[config.mk]
export PLATFORM = sky130hd
export DESIGN_NAME = dram_arbiter
export DESIGN_NICKNAME = d
export VERILOG_FILES = /design/src/rtl/dram_arbiter.sv
export SDC_FILE = /design/constraint.sdc
export NUM_CORES = 1
export LEC_CHECK = 0
export CORE_AREA = 2 2 117 119
export CTS_CLUSTER_DIAMETER = 50
export DETAILED_ROUTE_END_ITERATION = 12
export DIE_AREA = 0 0 119 121
export PLACE_DENSITY = 0.7
export SYNTH_ARGS = -nofsm -noshare
export SYNTH_HDL_FRONTEND = slang
export SYNTH_SLANG_ARGS = --single-unit
[constraint.sdc]
create_clock -name cpu_clk -period 3.5 [get_ports cpu_clk]
set_input_delay 1.05 -clock cpu_clk [delete_from_list [all_inputs] [get_ports cpu_clk]]
set_output_delay 1.05 -clock cpu_clk [all_outputs]
set_load 0.005 [all_outputs]
[src/rtl/dram_arbiter.sv]
// Two-master round-robin arbiter for the single data-RAM port.
// One transfer per grant; registered command toward the DRAM, read data returned after RD_LAT cycles.
module dram_arbiter #(
   parameter int ADDR_W = 32,
   parameter int DATA_W = 32,
   parameter int RD_LAT = 0
) (
   input  logic              cpu_clk,
   input  logic              cpu_rst,

   input  logic              m0_req,
   input  logic              m0_we,
   input  logic [ADDR_W-1:0] m0_addr,
   input  logic [DATA_W-1:0] m0_wdata,
   output logic              m0_ack,
   output logic [DATA_W-1:0] m0_rdata,

   input  logic              m1_req,
   input  logic              m1_we,
   input  logic [ADDR_W-1:0] m1_addr,
   input  logic [DATA_W-1:0] m1_wdata,
   output logic              m1_ack,
   output logic [DATA_W-1:0] m1_rdata,

   output logic [ADDR_W-1:0] dram_addr,
   output logic              dram_we,
   output logic [DATA_W-1:0] dram_wdata,
   input  logic [DATA_W-1:0] dram_rdata,

   output logic              busy,
   output logic              gnt_id
);

   typedef enum logic [1:0] {
      IDLE   = 2'd0,
      XFER   = 2'd1,
      RDWAIT = 2'd2
   } state_t;

   localparam logic [1:0] CNT_LOAD = (RD_LAT > 0) ? 2'(RD_LAT - 1) : 2'd0;

   state_t            state_q, state_d;
   logic              last_gnt_q, last_gnt_d;
   logic              gnt_id_q, gnt_id_d;
   logic              we_q, we_d;
   logic [ADDR_W-1:0] addr_q, addr_d;
   logic [DATA_W-1:0] wdata_q, wdata_d;
   logic [1:0]        cnt_q, cnt_d;

   logic              pick;
   logic              done;

   always_ff @(posedge cpu_clk or posedge cpu_rst) begin
      if (cpu_rst) begin
         state_q    <= IDLE;
         last_gnt_q <= 1'b1;
         gnt_id_q   <= 1'b0;
         we_q       <= 1'b0;
         addr_q     <= '0;
         wdata_q    <= '0;
         cnt_q      <= '0;
      end else begin
         state_q    <= state_d;
         last_gnt_q <= last_gnt_d;
         gnt_id_q   <= gnt_id_d;
         we_q       <= we_d;
         addr_q     <= addr_d;
         wdata_q    <= wdata_d;
         cnt_q      <= cnt_d;
      end
   end

   always_comb begin
      state_d    = state_q;
      last_gnt_d = last_gnt_q;
      gnt_id_d   = gnt_id_q;
      we_d       = we_q;
      addr_d     = addr_q;
      wdata_d    = wdata_q;
      cnt_d      = cnt_q;
      done       = 1'b0;

      // Master 1 wins when it is the only requester, or on a tie when master 0 went last.
      pick = m1_req & (~m0_req | ~last_gnt_q);

      case (state_q)
         IDLE: begin
            if (m0_req | m1_req) begin
               addr_d     = pick ? m1_addr  : m0_addr;
               wdata_d    = pick ? m1_wdata : m0_wdata;
               we_d       = pick ? m1_we    : m0_we;
               gnt_id_d   = pick;
               last_gnt_d = pick;
               state_d    = XFER;
            end
         end
         XFER: begin
            if (we_q || (RD_LAT == 0)) begin
               done    = 1'b1;
               state_d = IDLE;
            end else begin
               cnt_d   = CNT_LOAD;
               state_d = RDWAIT;
            end
         end
         RDWAIT: begin
            if (cnt_q != 2'd0) begin
               cnt_d = cnt_q - 2'd1;
            end else begin
               done    = 1'b1;
               state_d = IDLE;
            end
         end
         default: state_d = IDLE;
      endcase
   end

   assign dram_addr  = addr_q;
   assign dram_wdata = wdata_q;
   assign dram_we    = (state_q == XFER) && we_q;
   assign busy       = (state_q != IDLE);
   assign gnt_id     = gnt_id_q;

   assign m0_ack   = done & ~gnt_id_q;
   assign m1_ack   = done &  gnt_id_q;
   assign m0_rdata = (m0_ack && !we_q) ? dram_rdata : '0;
   assign m1_rdata = (m1_ack && !we_q) ? dram_rdata : '0;

   rd_lat_legal: assert property (@(posedge cpu_clk) (RD_LAT >= 0) && (RD_LAT <= 3))
      else $error("dram_arbiter: RD_LAT=%0d outside 0..3", RD_LAT);

   ack_onehot: assert property (@(posedge cpu_clk) disable iff (cpu_rst) !(m0_ack && m1_ack))
      else $error("dram_arbiter: both acks asserted");

endmodule

==> out/metrics.csv <==
stage;metric;value;unit
yosys;synth_seq_cells;68;
timing;worst_slack;0.176;ns
routing;drtAntennaViolNets;0;
routing;vias;4171;
timing;hold_ws;0.545;ns
yosys;syn_area;3550;sq um
timing;max_freq;0.301;GHz
global_route;grt_antenna_before_repair;1;
placed_design;io_buffers;298;
timing;drv_slew;0;
power;switching_share;0.283;
global_route;grt_pass1_vias;4241;
clock_network;cts_tree;done;
yosys;synth_compound_area_frac;0.128;
setup_path;path_cells;clkdlybuf4s50_1, and2_1, clkdlybuf4s50_1;
timing;setup_violations;0;
routing;postRouteWirelength;14.2;mm
setup_path;crit_end;m1_rdata[31];
layout;fill_cells;1221;
setup_path;timing.rr.start;last_gnt_q;
setup_path;crit_path_top_delay_cell;clkdlybuf4s50_1;
timing;relSlewSlack;0.533;
timing;period_share;0.950;
timing;clock_skew;0.00639;ns
yosys;synthDominantCellAreaShare;0.472;
power;power_switching;0.000878;W
layout;area_delta_synth_final;95.5;%
layout;drive_gt1_frac;0.0412;
setup_path;worst_path_dominant_cell_family;buffers and inverters;
status;outcome;finished clean;
floorplanning;dieArea;14400;sq um
run;drv_cap;0;
routing;drtIter0Drc;199;
power;pwr-share-clk;0.289;
setup_path;r2r_cells;4;
global_route;grtUsageTotal;0.192;
power;vdd_drop_max;0.000204;V
yosys;muxShareOfSynthArea;0;
yosys;synth.distinct_cells;18;
setup_path;path_depth;3;
routing;firstDrtPassIters;6;
power;p_leak;2.82;nW
routing;vias_per_cell;4.60;
routing;post_drt_wl_per_cell;15.7;um
power;p_seq_frac;0.344;
clock_network;numCtsBuffers;9;
layout;fin_util;0.531;
setup_path;worstReg2RegEnd;dram_addr[14];
timing;rsz0062_at_grt;no;
floorplanning;start_util;0.271;
timing;period_needed;3.32;ns
clock_network;clkSinkCount;68;
routing;drc_errors;0;
yosys;syn-num-nets;607;
floorplanning;core_area;13100;sq um
timing;finalSetupTns;0;ns
setup_path;cpPeakStageDelay;0.57;ns
yosys;yosysWarningCount;0;
clock_network;clock-root-buffer;clkbuf_16;
yosys;synthAdderAreaFrac;0;
setup_path;r2r_slack;2.01;ns
clock_network;clk_latency;0.33;ns
placed_design;place_ws;0.163;ns
power;p_int;0.00223;W
clock_network;path_clk_slew;0.05;ns
setup_path;crit_start;dram_rdata[31];
layout;num-nets-final;890;
yosys;syn_avg_cell_area;8.05;sq um
worst_hold_path;hp-class;flop to flop;
power;pwr-share-comb;0.366;
timing;hold_violations;0;
setup_path;critPathMostFrequentCell;clkdlybuf4s50_1;
setup_path;critPathCaptureType;primary output;
power;power.density;448;nW/um^2
yosys;synth-simple-area-share;0.328;
setup_path;critPathBufInv;2;
yosys;syn_inst;441;
global_route;grt_start_max_net_pins;86;
setup_path;worst_ep_arrival_time;2.27;ns
global_route;grt_pass1_wl;21.7;mm
setup_path;path_class;input pin to primary output;
yosys;yosysSeqAreaShare;0.480;
floorplanning;die_x;119;um
clock_network;cts_resized;0;
yosys;ys_top_cells_by_area;dfrtp_1 47%, nand2_1 14%, a31oi_1 12%;
floorplanning;rows;42;
floorplanning;die_y;121;um
placed_design;dp_hpwl;11.0;mm
clock_network;cts_setup_buffers;0;
setup_path;cp_max_fo;2;
setup_path;cp-start-kind;input pin;
clock_network;clock_path_buffers;2;
global_route;overflow;0;
yosys;synth_top_family_by_area;simple AND/OR/NAND/NOR gates;
yosys;synth_xor_area_frac;0;
placed_design;routabilityCongestion;0.920;
yosys;synth.largest_area_cell;dfrtp_1;
setup_path;worstPathRequired;2.45;ns
clock_network;hold_buffers;0;
clock_network;htreeDepth;3;
power;power;0.00311;W
floorplanning;io_pins;299;
timing;tightestPinTransition;0.699;ns
==> kinds of logic after synthesis <==
group / Yosys count
and+or+nand+nor: 264
AOI/OAI and AO/OA: 71
DFF: 68
buffers and inverters: 38
==> per-stage QoR <==
step,area (sq um),instances
4_1_cts,6940,905
5_1_grt,6940,906
3_3_place_gp,6650,889
3_5_place_dp,6650,889
2_1_floorplan,3550,441
6_report,6940,906
==> power by group through the flow <==
| stage | Sequential, W | Combinational (W) | Clock [W] |
|---|---|---|---|
| 2_1_floorplan | 0.00109 | 0.000401 | 0 |
| 3_3_place_gp | 0.00108 | 0.00113 | 0 |
| 3_5_place_dp | 0.00109 | 0.00115 | 0 |
| 4_1_cts | 0.00107 | 0.00116 | 0.000926 |
| 5_1_grt | 0.00109 | 0.00124 | 0.000962 |
| 6_report | 0.00107 | 0.00114 | 0.000899 |
==> layout make-up <==
type | instances | area [sq um] | share of cell area
diodes | 1 | 2.50 | 0.000360
clock inverters | 4 | 48.8 | 0.00703
flip-flops and latches | 68 | 1700 | 0.245
repair buffers | 307 | 3080 | 0.443
clock buffers | 12 | 246 | 0.0355
multi-input cells | 335 | 1640 | 0.236
inverters | 3 | 11.3 | 0.00162
well taps | 176 | 220 | 0.0317
==> worst register-to-register path, stage by stage, from the launching register on <==
cell	delay, ns
dfstp_2	0.57
a21bo_2	0.15
buf_4	0.37
nand2_1	0.14
a31oi_1	0.19
==> layer usage <==
metal / track usage / part of all wire / wire, um / vias up
met5: 0 / 0 / 0 / -
met4: 0.0841 / 0.028 / 392 / 0
met3: 0.0705 / 0.096 / 1360 / 28
met2: 0.359 / 0.53 / 7500 / 208
met1: 0.188 / 0.35 / 4930 / 1929
li1: - / - / - / 2006
==> synthesized netlist by cell type <==
library cell and count:
a21bo_2 1, and2_1 65, dfrtp_1 67, a21boi_2 1, o22ai_1 1, buf_2 10, clkbuf_1 9, a31oi_1 66
a21oi_1 1, nand2_1 130, buf_4 11, buf_6 3, inv_1 3, o21ba_1 1, clkbuf_4 2, nor2_1 67
nor3_2 2, dfstp_2 1
==> state kept, by name, summed over array words and instances (netlist names) <==
register and flops:
gnt_id 1, state_q 1, dram_wdata 32, we_q 1
dram_addr 32, last_gnt_q 1
==> worst min path at each step <==
stage                        from       endpoint  slack, ns  cells after the start
floorplan              state_q[0]         gnt_id       0.51                      1
global placement     dram_addr[9]   dram_addr[9]       0.53                      2
finish               dram_addr[0]   dram_addr[0]       0.54                      2
global route        dram_addr[27]  dram_addr[27]       0.57                      2
detailed placement  dram_addr[19]  dram_addr[19]       0.54                      2
CTS                 dram_addr[19]  dram_addr[19]       0.55                      2
==> layout by cell type, fill, tap and decap left out <==
master / synthesis / layout
o21ba_4: 0 / 1
clkdlybuf4s50_1: 0 / 298
and2_1: 65 / 65
inv_2: 0 / 1
o22ai_1: 1 / 1
a31oi_1: 66 / 66
buf_4: 11 / 7
clkbuf_1: 9 / 2
a21oi_1: 1 / 1
nand2_1: 130 / 130
nor2_1: 67 / 67
clkinv_2: 0 / 2
clkbuf_16: 0 / 9
inv_1: 3 / 2
bufinv_16: 0 / 1
dfstp_2: 1 / 1
diode_2: 0 / 1
buf_12: 0 / 2
dfrtp_1: 67 / 67
a21boi_4: 0 / 1
a21bo_2: 1 / 1
clkbuf_8: 0 / 1
clkinv_4: 0 / 1
nor3_2: 2 / 2
(Power assumes the default switching activity.)
